--- src/rtl/vedic_16bit_seq_mult_if.sv ---
// ----------------------------------------------------------------------------
// vedic_16bit_seq_mult_if
// Requester <-> multiplier handshake bundle.
//   start : request, accepted on an edge where ready=1
//   a, b  : 16-bit unsigned operands, sampled on the accepting edge
//   ready : multiplier idle and able to accept start
//   done  : one-cycle completion pulse; p valid from this cycle on
//   p     : 32-bit product, held until the next completion
// The master modport belongs to the requester, slave to the multiplier.
// ----------------------------------------------------------------------------
interface vedic_16bit_seq_mult_if;
  logic        start;
  logic [15:0] a;
  logic [15:0] b;
  logic        ready;
  logic        done;
  logic [31:0] p;

  modport master (output start, a, b, input  ready, done, p);
  modport slave  (input  start, a, b, output ready, done, p);
endinterface : vedic_16bit_seq_mult_if

--- src/rtl/vedic_16bit_seq_mult.sv ---
// ----------------------------------------------------------------------------
// vedic_8bit_multi
// Combinational 8x8 unsigned Vedic (Urdhva-Tiryagbhyam) multiplier built from
// four 4x4 vertical-and-crosswise blocks.
//   a, b : 8-bit operands
//   p    : 16-bit product
// ----------------------------------------------------------------------------
module vedic_8bit_multi (
  input  logic [7:0]  a,
  input  logic [7:0]  b,
  output logic [15:0] p
);
  // 4x4 block: each column sum collects the crosswise bit products of
  // equal weight i+j.
  function automatic logic [7:0] ut4(input logic [3:0] x, input logic [3:0] y);
    logic [7:0] r;
    r = '0;
    for (int i = 0; i < 4; i++) begin
      for (int j = 0; j < 4; j++) begin
        r = r + (8'(x[i] & y[j]) << (i + j));
      end
    end
    return r;
  endfunction

  logic [7:0] q0, q1, q2, q3;

  assign q0 = ut4(a[3:0], b[3:0]);
  assign q1 = ut4(a[7:4], b[3:0]);
  assign q2 = ut4(a[3:0], b[7:4]);
  assign q3 = ut4(a[7:4], b[7:4]);

  assign p = {8'b0, q0} + {4'b0, q1, 4'b0} + {4'b0, q2, 4'b0} + {q3, 8'b0};
endmodule : vedic_8bit_multi

// ----------------------------------------------------------------------------
// vedic_16bit_seq_mult
// 16x16 unsigned sequential multiplier. One shared 8x8 Vedic datapath is
// stepped over four partial products (cnt 0..3) and accumulated at 32 bits.
//   clk : rising-edge clock
//   rst : synchronous, active-high reset (aborts any operation in flight)
//   bus : slave side of vedic_16bit_seq_mult_if (start/a/b in,
//         ready/done/p out); all outputs are registered.
// Latency is 4 cycles from the accepting edge to done; a held start gives
// one product every 5 cycles.
// ----------------------------------------------------------------------------
module vedic_16bit_seq_mult (
  input logic                      clk,
  input logic                      rst,
  vedic_16bit_seq_mult_if.slave    bus
);
  typedef enum logic {IDLE, MUL} state_t;

  state_t      state_q, state_d;
  logic [1:0]  cnt_q,   cnt_d;
  logic [15:0] a_q,     a_d;
  logic [15:0] b_q,     b_d;
  logic [31:0] acc_q,   acc_d;
  logic [31:0] p_q,     p_d;
  logic        done_q,  done_d;
  logic        ready_q, ready_d;

  logic [7:0]  op_a, op_b;
  logic [15:0] pp;
  logic [31:0] term;

  // Operand mux: cnt[1] picks the high byte of a, cnt[0] the high byte of b,
  // giving the lo*lo, lo*hi, hi*lo, hi*hi schedule.
  assign op_a = cnt_q[1] ? a_q[15:8] : a_q[7:0];
  assign op_b = cnt_q[0] ? b_q[15:8] : b_q[7:0];

  vedic_8bit_multi u_mul8 (
    .p (pp),
    .a (op_a),
    .b (op_b)
  );

  // Partial product aligned at full 32-bit width so the shift-8 terms
  // carry cleanly into the upper byte.
  always_comb begin
    term = {16'b0, pp};
    case (cnt_q)
      2'd1, 2'd2: term = {8'b0, pp, 8'b0};
      2'd3:       term = {pp, 16'b0};
      default:    term = {16'b0, pp};
    endcase
  end

  // NOTE: every next-state signal takes its hold value before the case, so no
  // path leaves one unassigned and no latch is inferred.
  always_comb begin
    state_d = state_q;
    cnt_d   = cnt_q;
    a_d     = a_q;
    b_d     = b_q;
    acc_d   = acc_q;
    p_d     = p_q;
    done_d  = 1'b0;

    case (state_q)
      IDLE: begin
        if (bus.start) begin
          a_d     = bus.a;
          b_d     = bus.b;
          acc_d   = '0;
          cnt_d   = 2'd0;
          state_d = MUL;
        end
      end
      MUL: begin
        acc_d = acc_q + term;
        cnt_d = cnt_q + 2'd1;
        if (cnt_q == 2'd3) begin
          p_d     = acc_q + term;
          done_d  = 1'b1;
          cnt_d   = 2'd0;
          state_d = IDLE;
        end
      end
      default: state_d = IDLE;
    endcase

    // ready is registered from the next state so it never depends on start
    // combinationally.
    ready_d = (state_d == IDLE);
  end

  // NOTE: state updates use non-blocking assignments so every flop samples
  // the pre-edge values, independent of statement order.
  always_ff @(posedge clk) begin
    if (rst) begin
      state_q <= IDLE;
      cnt_q   <= '0;
      a_q     <= '0;
      b_q     <= '0;
      acc_q   <= '0;
      p_q     <= '0;
      done_q  <= 1'b0;
      ready_q <= 1'b1;
    end else begin
      state_q <= state_d;
      cnt_q   <= cnt_d;
      a_q     <= a_d;
      b_q     <= b_d;
      acc_q   <= acc_d;
      p_q     <= p_d;
      done_q  <= done_d;
      ready_q <= ready_d;
    end
  end

  assign bus.ready = ready_q;
  assign bus.done  = done_q;
  assign bus.p     = p_q;
endmodule : vedic_16bit_seq_mult
--- src/flat_wrapper.sv ---
// flat-port wrapper written by rule: the top's interface ports become plain ports
module vedic_16bit_seq_mult_flat 
  (clk, rst, bus_start, bus_a, bus_b, bus_ready, bus_done, bus_p);
  vedic_16bit_seq_mult_if bus_i ();
  input logic clk;
  input logic rst;
  input wire logic [$bits(bus_i.start)-1:0] bus_start;
  input wire logic [$bits(bus_i.a)-1:0] bus_a;
  input wire logic [$bits(bus_i.b)-1:0] bus_b;
  output wire logic [$bits(bus_i.ready)-1:0] bus_ready;
  output wire logic [$bits(bus_i.done)-1:0] bus_done;
  output wire logic [$bits(bus_i.p)-1:0] bus_p;
  assign bus_i.start = bus_start;
  assign bus_i.a = bus_a;
  assign bus_i.b = bus_b;
  assign bus_ready = bus_i.ready;
  assign bus_done = bus_i.done;
  assign bus_p = bus_i.p;
  vedic_16bit_seq_mult u_core (.clk(clk), .rst(rst), .bus(bus_i));
endmodule
--- config.mk ---
export PLATFORM = sky130hd
export DESIGN_NAME = vedic_16bit_seq_mult_flat
export DESIGN_NICKNAME = d
export VERILOG_FILES = /design/src/rtl/vedic_16bit_seq_mult_if.sv /design/src/rtl/vedic_16bit_seq_mult.sv /design/src/flat_wrapper.sv
export SDC_FILE = /design/constraint.sdc
export NUM_CORES = 1
export LEC_CHECK = 0
export BUFFER_PORTS_ARGS = -buffer_cell sky130_fd_sc_hd__buf_4
export CAP_MARGIN = 20
export CORE_ASPECT_RATIO = 0.5
export CORE_MARGIN = 2
export CORE_UTILIZATION = 40
export DETAILED_ROUTE_END_ITERATION = 10
export SLEW_MARGIN = 15
export SYNTH_ARGS = -nofsm -noshare
export SYNTH_HDL_FRONTEND = slang
export SYNTH_SLANG_ARGS = --single-unit
--- constraint.sdc ---
create_clock -name clk -period 16.4 [get_ports clk]
set_input_delay 3.28 -clock clk [delete_from_list [all_inputs] [get_ports clk]]
set_output_delay 3.28 -clock clk [all_outputs]
set_load 0.02 [all_outputs]
* After elaboration in Yosys (flattened, before gate mapping)
Index checks and enable logic that the tools add are counted.
Widths: inputs -> output; s select.
** Cells by class
- Bitwise logic cells :: 66
- Add/sub/neg operators :: 65
- Equal/unequal tests :: 4
- Mux-type cells :: 12
- Reductions and logical operators :: 4
** Operators by type and width (count)
- $pmux 32 s2 :: 2
- $add 8x8->8 :: 15
- $add 8x5->8 :: 9
- $add 8x4->8 :: 8
- $and 1x1->1 :: 64
- $add 8x3->8 :: 6
- $add 8x6->8 :: 5
- $add 32x32->32 :: 1
- $mux 32 :: 1
- $add 8x7->8 :: 3
- $add 16x12->16 :: 1
- $add 16x16->16 :: 1
- $add 7x4->8 :: 2
- $add 8x2->8 :: 2
- $mux 8 :: 2
- $add 6x3->7 :: 2
- $add 8x12->13 :: 1
- $add 5x2->6 :: 2
- $add 4x4->5 :: 2
- $add 3x3->4 :: 2
- $add 1x2->3 :: 2
- $eq 2x2->1 const B :: 2
- $mux 2 :: 2
- $pmux 2 s2 :: 1
- 8 further kinds :: 13
** Storage, ports and cells
- Output and inout bits :: 34
- Word-level logic and storage cells :: 159
- Register bits after elaboration :: 101
- Bits of input ports :: 35

* Longest topological paths before layout
Gate-level depths: netlist (run 1).
- Depth after elaboration :: 23
- Depth in mapped cells :: 39
- Depth with buffers taken out :: 36

* By module
From an unflattened synthesis (run 1), not the netlist that was laid out.
** Unflattened totals
- Cell total of the unflattened synthesis :: 966
- Area, all modules :: 7961.4 µm²
** By module, submodules not included
- vedic_16bit_seq_mult :: area each 5705.5 µm², cells an instance 707, instances 1, sequential area each 2021.9 µm²
- vedic_8bit_multi :: area each 2255.9 µm², cells an instance 259, instances 1, sequential area each 0.0 µm²

* Worst setup path before layout (run 1)
Ideal clock, no wire load.
- Path kind :: register -> register
- Start :: register u_core.cnt_q[0]
- End :: register u_core.acc_q[27]
- Arrival time :: 8089 ps
- Path slack :: 8193 ps
- Period minus slack after synthesis :: 8207 ps
- Stages on the path, launching flop included :: 37
- Data required time :: 16283 ps
- Buffers on the path :: 3
- Setup time :: 117 ps
- Cells stage by stage :: dfxtp_1 clkbuf_1 buf_1 mux2i_1 nor2_1 fa_1 inv_1 fa_1 inv_1 ha_1 inv_1 fa_1 xnor2_1 ha_1 a21o_1 a21oi_1 nor2b_1 o21ai_0 xor2_1 fa_1 inv_1 ha_1 o21a_1 o31a_1 o31a_1 o41ai_2 xnor2_1 nand2_1 o21ai_0 ha_1 clkbuf_1 and3_1 and3_1 a211oi_2 a21boi_0 or3_1 a32o_1
** On the way
- Cells in the longest elaborated chain, start to end :: 23
- Elaborated cells between the ends (all ways) :: 135
- Classes of those cells :: add/sub (64); eq/ne (3); mux (3); bitwise (64); reduce/logical (1)
** RTL lines
- start, declared :: line vedic_16bit_seq_mult.sv:55 : logic [1:0] cnt_q, cnt_d;
- start signal, assigned :: line vedic_16bit_seq_mult.sv:142 : cnt_q <= cnt_d;
- $mux 8 :: line vedic_16bit_seq_mult.sv:70 : assign op_b = cnt_q[0] ? b_q[15:8] : b_q[7:0];
- $and 1x1->1 :: line vedic_16bit_seq_mult.sv:20 : r = r + (8'(x[i] & y[j]) << (i + j));
- $add 8x2->8 / $add 1x2->3 (equally long branches) :: line vedic_16bit_seq_mult.sv:20
- $add 8x3->8 / $add 3x3->4 (equally long branches) :: line vedic_16bit_seq_mult.sv:20
- $add 8x4->8 / $add 4x4->5 (equally long branches) :: line vedic_16bit_seq_mult.sv:20
- $add 8x2->8 / $add 5x2->6 (equally long branches) :: line vedic_16bit_seq_mult.sv:20
- $add 8x3->8 / $add 6x3->7 (equally long branches) :: line vedic_16bit_seq_mult.sv:20
- $add 8x4->8 / $add 7x4->8 (equally long branches) :: line vedic_16bit_seq_mult.sv:20
- [7 not listed]
- $add 8x6->8 :: line vedic_16bit_seq_mult.sv:20
- $add 8x7->8 :: line vedic_16bit_seq_mult.sv:20
- $add 8x12->13 :: line vedic_16bit_seq_mult.sv:33 : assign p = {8'b0, q0} + {4'b0, q1, 4'b0} + {4'b0, q2, 4'b0} + {q3, 8'b0};
- $add 16x12->16 :: line vedic_16bit_seq_mult.sv:33
- $add 16x16->16 :: line vedic_16bit_seq_mult.sv:33
- $pmux 32 s2 * :: line vedic_16bit_seq_mult.sv:82 : case (cnt_q)
- $add 32x32->32 * :: line vedic_16bit_seq_mult.sv:111 : acc_d = acc_q + term;
- $pmux 32 s2 * :: line vedic_16bit_seq_mult.sv:100 : case (state_q)
- end signal, assigned :: line vedic_16bit_seq_mult.sv:136 : acc_q <= '0;
- end signal, assigned :: line vedic_16bit_seq_mult.sv:145 : acc_q <= acc_d;
- end, declared :: line vedic_16bit_seq_mult.sv:58 : logic [31:0] acc_q, acc_d;
Mark *: on every way between the ends. The rest lies on a longest branch, timed or not.
A chain may end at the register's enable or synchronous reset.

* Final worst setup path (run 1)
- Start :: register u_core.cnt_q[1]
- End :: register u_core.p_q[26], in the netlist u_core.bus.p[26]
** On the way
- Cells in the longest elaborated chain, start to end :: 22
- Elaborated cells between the ends (all ways) :: 135
- Classes of those cells :: add/sub (64); eq/ne (3); mux (2); bitwise (64); reduce/logical (2)
** RTL lines
- $mux 8 :: line vedic_16bit_seq_mult.sv:69 : assign op_a = cnt_q[1] ? a_q[15:8] : a_q[7:0];
- $and 1x1->1 :: line vedic_16bit_seq_mult.sv:20
- $add 8x2->8 / $add 1x2->3 (equally long branches) :: line vedic_16bit_seq_mult.sv:20
- $add 8x3->8 / $add 3x3->4 (equally long branches) :: line vedic_16bit_seq_mult.sv:20
- $add 8x4->8 / $add 4x4->5 (equally long branches) :: line vedic_16bit_seq_mult.sv:20
- $add 8x2->8 / $add 5x2->6 (equally long branches) :: line vedic_16bit_seq_mult.sv:20
- $add 8x3->8 / $add 6x3->7 (equally long branches) :: line vedic_16bit_seq_mult.sv:20
- $add 8x4->8 / $add 7x4->8 (equally long branches) :: line vedic_16bit_seq_mult.sv:20
- [6 not listed]
- $add 8x5->8 :: line vedic_16bit_seq_mult.sv:20
- $add 8x6->8 :: line vedic_16bit_seq_mult.sv:20
- $add 8x7->8 :: line vedic_16bit_seq_mult.sv:20
- $add 8x12->13 :: line vedic_16bit_seq_mult.sv:33
- $add 16x12->16 :: line vedic_16bit_seq_mult.sv:33
- $add 16x16->16 :: line vedic_16bit_seq_mult.sv:33
- $pmux 32 s2 :: line vedic_16bit_seq_mult.sv:82
- $add 32x32->32 :: line vedic_16bit_seq_mult.sv:114 : p_d = acc_q + term;
- end signal, assigned :: line vedic_16bit_seq_mult.sv:146 : p_q <= p_d;
- end, declared :: line vedic_16bit_seq_mult.sv:59 : logic [31:0] p_q, p_d;
Several ways; a longest one is shown, not always the timed one.

==> metrics.csv, run 1 <==
stage,metric,value,unit
grt,initial antenna violation count,0,
routing,vias after detailed routing,7126,
floorplan,Starting Density,0.4133,
routing,DRC errors left,0,
routing,initial detailed-routing violation count,441,
floorplan,Die Y,105.0,um
clocking,clock tree buffer depth,2,
clocking,clk root buf,clkbuf_16,
routing,first-pass iteration count of the detailed router,5,
synth,Netlist cell types,66,
place,GPL Wtd Cong,0.9024,
grt,first-pass GRT wire length,35940,um
flow_run,max-cap violations,0,
place,port bufs,68,
clocking,clk sinks,101,
power,Pleak,4.268,nW
timing,setup_tns,0,ps
final_layout,most frequent cells in the layout,"nand2_1 (170), a21oi_1 (112), dfxtp_1 (101)",
timing,clk_skew,10.28,ps
final_layout,FF/Latch Area,0.002022,mm^2
grt,pin count of the biggest net entering global routing,98,
synth,"Seq/Total Area, Yosys",0.2480,
final_layout,area of the multi-input gates,0.005734,mm^2
synth,Mapped Nets,1171,
synth,Most used DFF post-synth,dfxtp_1,
timing,min cycle time layout,9224,ps
routing,final wirelength,21350,um
timing,final setup fails,0,
final_layout,# diodes,0,
setup_path,worst endpoint required time,16650,ps
setup_path,worst stage delay on the critical path,860,ps
floorplan,core outline area,0.01973,mm^2
synth,"FF+latch count, synth",101,
setup_path,reg-to-reg setup timing slack,7180,ps
timing,Slew Limit Fails,0,
synth,async set or reset register ratio after synthesis,0,
routing,Detail Route Antenna Nets,0,
clocking,post-CTS setup buffers,0,
floorplan,chip width,205.9,um
grt,vias in the first global route,7103,
timing,Slew @ Worst Pin,999.7,ps
final_layout,"Area growth, synth to finish",12.61,%
clocking,# resized after CTS,0,
power,peak supply drop,0.04098,mV
final_layout,"most common cell after layout, fill and taps aside",nand2_1,
power,PwrDens,63.30,mW/mm^2
setup_path,Crit path arrival time,9480,ps
synth,Mapped Cells,1018,
setup_path,Crit. End Element,flip-flop,
timing,Final Hold Viols,0,
power,Design Power,0.0005812,W
clocking,Clock transition at path regs,70,ps
synth,Avg Inst Size Synth,8.010,um^2
synth,Post-Syn Area,0.008154,mm^2
final_layout,nets,1203,
floorplan,Die ar.,0.02161,mm^2
outcome,outcome,"finished, final reports clean",
setup_path,WS Path Type,reg2reg,
clocking,Clock Latency Late Sink,350,ps
clocking,hold buffers post-CTS,0,
setup_path,"Slowest-stage cell, CP",dfxtp_1,
setup_path,worst-path fanout max,16,
final_layout,layout cell share with drive strength beyond 1,0.1204,
place,HPWL Detailed,16480,um
setup_path,startpoint types,flip-flop,
floorplan,Top Ports,69,
synth,yosys warns,0,
timing,RSZ-0062 raised after global routing,no,
timing,max_slew headroom,0.3311,
floorplan,FP Rows,36,
clocking,cts bufs inserted,9,
synth,Post-synth EDFFs,0,
clocking,CTS tree,done,
final_layout,fillers,2000,
routing,average wire per standard cell,16.16,um
grt,gr ovfl total,0,
routing,routed vias/inst,5.394,
timing,Final period util,0.5625,
clocking,htree depth,3,
timing,Fmax,108.4,MHz
min_path,hold crit path type,reg2reg,
grt,Global Route Usage Sum,0.2063,
-- synth_stat cells (5+ instances only) --
master,number,area share
mux2i_1,15,0.018
nand3b_1,7,0.0064
buf_2,5,0.0031
inv_1,54,0.025
nor3_1,18,0.011
fa_1,27,0.066
xnor2_1,35,0.038
nor2_1,82,0.038
and2_1,16,0.012
nand2b_1,6,0.0046
o21ai_0,27,0.017
dfxtp_1,101,0.25
mux2_2,14,0.019
nand3_1,12,0.0074
a31oi_1,9,0.0069
o21a_1,9,0.0083
o21bai_1,6,0.0055
a21oi_1,112,0.069
clkbuf_1,43,0.020
ha_1,91,0.14
xor2_1,15,0.016
nand2_1,170,0.078
a21o_1,20,0.018
a22o_1,19,0.020
and3_1,20,0.015
-- sequential cells by signal, summed over array words and instances, names as in the netlist --
register          cells
u_core.cnt_q          2
u_core.a_q           16
u_core.bus.done       1
u_core.state_q        1
u_core.acc_q         32
u_core.bus.p         32
u_core.bus.ready      1
u_core.b_q           16
-- cells by family after synthesis --
| family | synth area share |
|---|---|
| buffers and inverters | 0.04971 |
| adders and majority gates | 0.2059 |
| and+or+nand+nor | 0.1996 |
| muxes | 0.03775 |
| AOI/OAI and AO/OA | 0.2053 |
| xor gates and xnor gates | 0.05371 |
| DFF | 0.2480 |
-- worst max-delay path: cells and delay by family (launching register included) --
family / cells / cell delay, ps
adders and majority gates: 8 / 3060
muxes: 1 / 660
DFF: 1 / 860
and+or+nand+nor: 3 / 290
buffers and inverters: 4 / 210
xor gates and xnor gates: 2 / 430
AOI/OAI and AO/OA: 15 / 3600
-- per-stage QoR --
stage / hold slack, ps / area, um^2 / worst slack (ps) / std cells / utilization
6_report: 456.4 / 9183 / 7176 / 1321 / 0.4654
2_1_floorplan: 431.5 / 8154 / 8193 / 1018 / -
5_1_grt: 480.3 / 9183 / 6601 / 1321 / 0.4654
4_1_cts: 458.0 / 9163 / 7265 / 1320 / 0.4644
3_5_place_dp: 447.7 / 8827 / 7289 / 1304 / 0.4474
3_3_place_gp: 442.4 / 8827 / 7426 / 1304 / 0.4474
-- area by class of cell --
type,instances,share of cell area
multi-input combinational,811,0.6245
sequential,101,0.2202
timing repair buffer,73,0.06050
tap,266,0.03624
clock inverter,5,0.008993
clock buffer,11,0.02752
inverter,54,0.02207
-- where the power goes --
group	leakage (nW)	internal, W	switching [W]
Combinational	3.28	0.0000310	0.0000516
Sequential	0.819	0.000251	0.00000538
Clock	0.166	0.000143	0.0000994
-- worst paths after layout --
kind,from,endpoint,cells past startpoint
worst min register to register,u_core.bus.p[11]$_SDFFE_PP0P_,u_core.bus.p[11]$_SDFFE_PP0P_,2
worst min-delay path,u_core.bus.p[11]$_SDFFE_PP0P_,u_core.bus.p[11]$_SDFFE_PP0P_,2
worst max-delay path,u_core.cnt_q[1]$_SDFFE_PP0P_,u_core.bus.p[26]$_SDFFE_PP0P_,33
worst max register to register,u_core.cnt_q[1]$_SDFFE_PP0P_,u_core.bus.p[26]$_SDFFE_PP0P_,33
-- routing by layer --
metal  global-route usage  routed length (um)  vias up
met2               0.3175                9084      165
met1               0.2929               10830     3339
met5                    0                   0        -
met3              0.04273                1079       33
met4              0.05153                 359        0
li1                     -                   -     3589
Note: power is estimated with default switching activity, not from simulation.
==> inputs of run 2 (changes only) <==
==> constraint.sdc (replaced) <==
create_clock -name clk -period 7.5 [get_ports clk]
set_input_delay 1.5 -clock clk [delete_from_list [all_inputs] [get_ports clk]]
set_output_delay 1.5 -clock clk [all_outputs]
set_load 0.02 [all_outputs]
==> run 2 against run 1 <==
Compared with the run above:
- the run now ends with negative setup slack left
- utilization up 7.4 points
- design area up 16%
- sequential power up 120%
- sequential share of layout area down 3.0 points
- clock power up 110%
- critical path type unchanged
- critical endpoint is now u_core.acc_q[27]$_SDFFE_PP0P_
==> metrics.csv, run 2 (synthesis gave the netlist of run 1 again) <==
stage,metric,value,unit
clocking,clk root buf,clkbuf_16,
timing,clk_skew,10.67,ps
setup_path,Worst Path Buf+Inv,5,
place,GPL Wtd Cong,0.9054,
floorplan,Starting Density,0.4133,
setup_path,worst endpoint required time,7760,ps
timing,Final Hold Viols,0,
setup_path,worst r2r dst,u_core.acc_q[27]$_SDFFE_PP0P_,
final_layout,FF/Latch Area,0.002024,mm^2
routing,average wire per standard cell,16.21,um
setup_path,Levels on crit path,32,
floorplan,chip width,205.9,um
place,port bufs,68,
final_layout,fin cells,1437,
min_path,Hold Crit Depth,2,
routing,routed vias/inst,5.375,
setup_path,Worst path top cell family by delay,adder cells,
routing,vias after detailed routing,7724,
power,PwrDens,121.2,mW/mm^2
final_layout,most frequent cells in the layout,"buf_4 (182), nand2_1 (170), dfxtp_1 (99)",
place,HPWL Detailed,17500,um
timing,Final period util,1.001,
setup_path,WS Path Type,reg2reg,
power,Design Power,0.001291,W
grt,pin count of the biggest net entering global routing,50,
timing,setup_tns,-9.278,ps
setup_path,Crit Reg-Reg Startpoint,u_core.cnt_q[1]$_SDFFE_PP0P_,
routing,Detail Route Antenna Nets,0,
clocking,htree depth,3,
clocking,cts bufs inserted,9,
floorplan,Top Ports,69,
clocking,Clock transition at path regs,70,ps
routing,final wirelength,23300,um
grt,first-pass GRT wire length,37540,um
power,Pleak,4.994,nW
final_layout,area of the multi-input gates,0.006325,mm^2
final_layout,"most common cell after layout, fill and taps aside",buf_4,
clocking,Clock Latency Late Sink,370,ps
outcome,failing checks,negative setup slack,
floorplan,core outline area,0.01973,mm^2
timing,max_slew headroom,0.3027,
timing,Final WS setup,-9.278,ps
setup_path,Worst Setup SP,u_core.cnt_q[1]$_SDFFE_PP0P_,
setup_path,worst stage delay on the critical path,580,ps
final_layout,nets,1319,
final_layout,# diodes,0,
setup_path,reg-to-reg setup timing slack,-9,ps
grt,gr ovfl total,0,
min_path,hold crit path type,reg2reg,
timing,Fmax,133.2,MHz
floorplan,Die ar.,0.02161,mm^2
timing,final setup fails,1,
setup_path,worst-path fanout max,4,
final_layout,fillers,1850,
setup_path,worst setup path end,u_core.acc_q[27]$_SDFFE_PP0P_,
final_layout,fin util,0.5399,
routing,initial detailed-routing violation count,442,
clocking,clk sinks,101,
timing,Slew Limit Fails,0,
clocking,hold buffers post-CTS,0,
power,peak supply drop,0.1047,mV
final_layout,layout cell share with drive strength beyond 1,0.2775,
timing,min cycle time layout,7509,ps
grt,Global Route Usage Sum,0.2181,
routing,first-pass iteration count of the detailed router,7,
setup_path,startpoint types,flip-flop,
clocking,clock tree buffer depth,2,
clocking,CTS tree,done,
flow_run,max-cap violations,0,
grt,vias in the first global route,7367,
setup_path,Worst R2R Path Depth,32,
routing,DRC errors left,0,
floorplan,Die Y,105.0,um
setup_path,"Slowest-stage cell, CP",fa_1,
timing,Slew @ Worst Pin,1044,ps
timing,RSZ-0062 raised after global routing,yes,
place,DP Cell Count,1400,
floorplan,FP Rows,36,
grt,initial antenna violation count,0,
setup_path,Crit. End Element,flip-flop,
outcome,outcome,finished with violations,
final_layout,"Area growth, synth to finish",30.63,%
place,DP Worst Slack,-265.8,ps
setup_path,Crit path arrival time,7770,ps
## run 2: changes by cell type in the layout (fill, tap and decap cells not counted), sizes merged
cell      delta
bufinv       -1
buf        +116
clkinvlp     +2
inv          +1
clkbuf       -1
clkinv       -1
## run 2: worst min-delay path, stage by stage, from the launching register on
cell     delay (ps)
dfxtp_1         310
nand2_1          50
a21oi_1          50
## run 2: worst min path at each step
stage / from / to / slack, ps
floorplan: u_core.acc_q[19]$_SDFFE_PP0P_ / u_core.acc_q[19]$_SDFFE_PP0P_ / 430
CTS: u_core.bus.p[1]$_SDFFE_PP0P_ / u_core.bus.p[1]$_SDFFE_PP0P_ / 460
global route: u_core.bus.p[15]$_SDFFE_PP0P_ / u_core.bus.p[15]$_SDFFE_PP0P_ / 480
finish: u_core.bus.p[23]$_SDFFE_PP0P_ / u_core.bus.p[23]$_SDFFE_PP0P_ / 450
detailed placement: u_core.bus.p[1]$_SDFFE_PP0P_ / u_core.bus.p[1]$_SDFFE_PP0P_ / 450
global placement: u_core.bus.p[29]$_SDFFE_PP0P_ / u_core.bus.p[29]$_SDFFE_PP0P_ / 440
## run 2: final cells by class
type                    count  area share
well taps                 266     0.03125
flip-flops and latches    101      0.1901
multi-input cells         811      0.5938
clock buffers              10     0.02244
repair buffers            189      0.1368
clock inverters             6    0.006578
inverters                  54     0.01903
## run 2: power breakdown
group	leakage, nW	internal (W)	switching [W]	total [W]
sequential	0.820	0.000550	0.0000145	0.000564
clock	0.147	0.000270	0.000229	0.000500
combinational	4.03	0.000101	0.000126	0.000227
total	4.99	0.000921	0.000370	0.00129
## run 2: stage by stage
stage                     instance area [um^2]  hold slack, ps
final                                    10650           454.2
after global routing                     10650           476.3
after CTS                                10210           457.3
after detailed placement                  9679           447.2
after global placement                    9679           443.2
after floorplan                           8325           431.5
## run 2: what timing repair did
action,in CTS,in global routing
setup endpoints to repair,27,38
setup buffers,10,9
gates resized for setup,36,65
endpoints found under the hold margin,0,0
pin swaps,38,44
## run 2: per-layer routing
layer	vias up	part of all wire	GRT usage
li1	3832	-	-
met1	3714	0.50	0.3074
met2	154	0.44	0.3454
met5	-	0	0
met3	24	0.046	0.04086
met4	0	0.012	0.04643
==> inputs of run 3 (changes only) <==
--- a/config.mk
+++ b/config.mk
@@ -11,6 +11,7 @@
 export CORE_MARGIN = 2
 export CORE_UTILIZATION = 40
 export DETAILED_ROUTE_END_ITERATION = 10
+export SETUP_SLACK_MARGIN = 0.1
 export SLEW_MARGIN = 15
 export SYNTH_ARGS = -nofsm -noshare
 export SYNTH_HDL_FRONTEND = slang
==> run 3 against run 2 <==
Compared with the run above:
- the flow still finishes with violations (negative setup slack)
- via count decreased by 2.7%
- first-iteration DRC count decreased by 25%
- critical path depth increased by 3
- sequential share of layout area increased by 0.060 points
- clock power decreased by 8.8%
- maximum frequency decreased by 1.1%
- flip-flop and latch count unchanged
- register-to-register slack got worse by 80 ps
==> metrics.csv, run 3 (synthesis gave the netlist of run 1 again) <==
stage,metric,value,unit
outcome,outcome,finished with violations,
outcome,failing checks,negative setup slack,
timing,clk_skew,11.42,ps
grt,vias in the first global route,7399,
timing,Slew @ Worst Pin,980.1,ps
final_layout,fin cells,1417,
clocking,clk sinks,101,
routing,routed vias/inst,5.302,
clocking,Clock transition at path regs,70,ps
final_layout,# diodes,0,
timing,Final period util,1.012,
setup_path,Crit path arrival time,7840,ps
timing,RSZ-0062 raised after global routing,yes,
setup_path,worst endpoint required time,7750,ps
setup_path,worst-path fanout max,4,
clocking,CTS tree,done,
routing,first-pass iteration count of the detailed router,5,
floorplan,Die ar.,0.02161,mm^2
flow_run,max-cap violations,0,
floorplan,FP Rows,36,
setup_path,worst stage delay on the critical path,590,ps
timing,Fmax,131.8,MHz
setup_path,Crit. End Element,flip-flop,
setup_path,startpoint types,flip-flop,
clocking,clock tree buffer depth,2,
place,dpl cell area,0.009555,mm^2
power,PwrDens,116.5,mW/mm^2
setup_path,WS Path Type,reg2reg,
timing,Final Hold Viols,0,
timing,final setup fails,8,
power,peak supply drop,0.1066,mV
setup_path,"Slowest-stage cell, CP",fa_1,
routing,average wire per standard cell,16.28,um
place,DP Cell Count,1382,
clocking,hold buffers post-CTS,0,
place,GPL Wtd Cong,0.9330,
clocking,htree depth,3,
grt,Global Route Usage Sum,0.2162,
place,DP Worst Slack,-258.4,ps
final_layout,layout cell share with drive strength beyond 1,0.2789,
place,port bufs,68,
floorplan,chip width,205.9,um
floorplan,Die Y,105.0,um
final_layout,nets,1300,
timing,max_slew headroom,0.3457,
grt,pin count of the biggest net entering global routing,68,
routing,initial detailed-routing violation count,333,
timing,Slew Limit Fails,0,
grt,first-pass GRT wire length,37340,um
clocking,clk root buf,clkbuf_16,
timing,setup_tns,-269.3,ps
min_path,hold crit path type,reg2reg,
final_layout,"Area growth, synth to finish",30.54,%
clocking,cts bufs inserted,9,
floorplan,core outline area,0.01973,mm^2
final_layout,"most common cell after layout, fill and taps aside",nand2_1,
grt,gr ovfl total,0,
final_layout,final instance area,0.01064,mm^2
grt,initial antenna violation count,0,
power,Pleak,4.945,nW
floorplan,Top Ports,69,
final_layout,fillers,1875,
place,HPWL Detailed,17520,um
routing,vias after detailed routing,7513,
routing,DRC errors left,0,
final_layout,most frequent cells in the layout,"nand2_1 (167), buf_4 (158), dfxtp_1 (99)",
timing,Final WS setup,-89.76,ps
power,Design Power,0.001240,W
floorplan,Starting Density,0.4133,
routing,Detail Route Antenna Nets,0,
clocking,Clock Latency Late Sink,370,ps
timing,min cycle time layout,7590,ps
routing,final wirelength,23070,um
[run 3: layer usage]
metal,vias up,track usage,part of all wire
li1,3796,-,-
met1,3545,0.2945,0.49
met2,150,0.3523,0.46
met3,22,0.04180,0.043
met4,0,0.05102,0.012
met5,-,0,0
[run 3: power breakdown]
group	total, W	switching (W)	leakage (nW)	internal, W
clock network	0.000456	0.000214	0.135	0.000242
registers	0.000565	0.0000152	0.821	0.000550
logic	0.000219	0.000124	3.99	0.0000951
total	0.00124	0.000354	4.94	0.000886
[run 3: area by class of cell]
| type | instances | area, um^2 | area share |
|---|---|---|---|
| flip-flops and latches | 101 | 2029 | 0.1907 |
| multi-input cells | 811 | 6476 | 0.6084 |
| clock buffers | 12 | 256.5 | 0.02410 |
| inverters | 54 | 202.7 | 0.01904 |
| well taps | 266 | 332.8 | 0.03127 |
| repair buffers | 170 | 1325 | 0.1245 |
| clock inverters | 3 | 21.27 | 0.001998 |
[run 3: worst max-delay path: cells and delay by family, from the launching register on]
family	cells	cell delay (ps)
mux	1	260
buf+inv	7	610
compound gates	10	1890
flops	1	370
simple gates	5	690
xor+xnor	3	450
fa+ha+maj	9	3200
[run 3: repair_timing]
| action | 4_1_cts | 5_1_grt |
|---|---|---|
| pin swaps | 30 | 53 |
| endpoints found under the setup margin | 32 | 37 |
| gates resized for setup | 46 | 81 |
| buffers inserted | 7 | 11 |
[run 3: path summary, 6_finish.rpt]
path	start	endpoint	slack, ps	depth (start not counted)
worst max-delay path	u_core.cnt_q[1]$_SDFFE_PP0P_	u_core.acc_q[31]$_SDFFE_PP0P_	-90	35
worst min-delay path	u_core.bus.p[22]$_SDFFE_PP0P_	u_core.bus.p[22]$_SDFFE_PP0P_	460	2
worst max register to register	u_core.cnt_q[1]$_SDFFE_PP0P_	u_core.acc_q[31]$_SDFFE_PP0P_	-90	35
worst min register to register	u_core.bus.p[22]$_SDFFE_PP0P_	u_core.bus.p[22]$_SDFFE_PP0P_	460	2
[run 3: per-stage QoR]
stage                     hold WS, ps  utilization
final                           455.2       0.5395
after global placement          442.9       0.4843
after detailed placement        448.9       0.4843
after CTS                       458.5       0.5127
after floorplan                 431.5            -
after global routing            474.8       0.5395
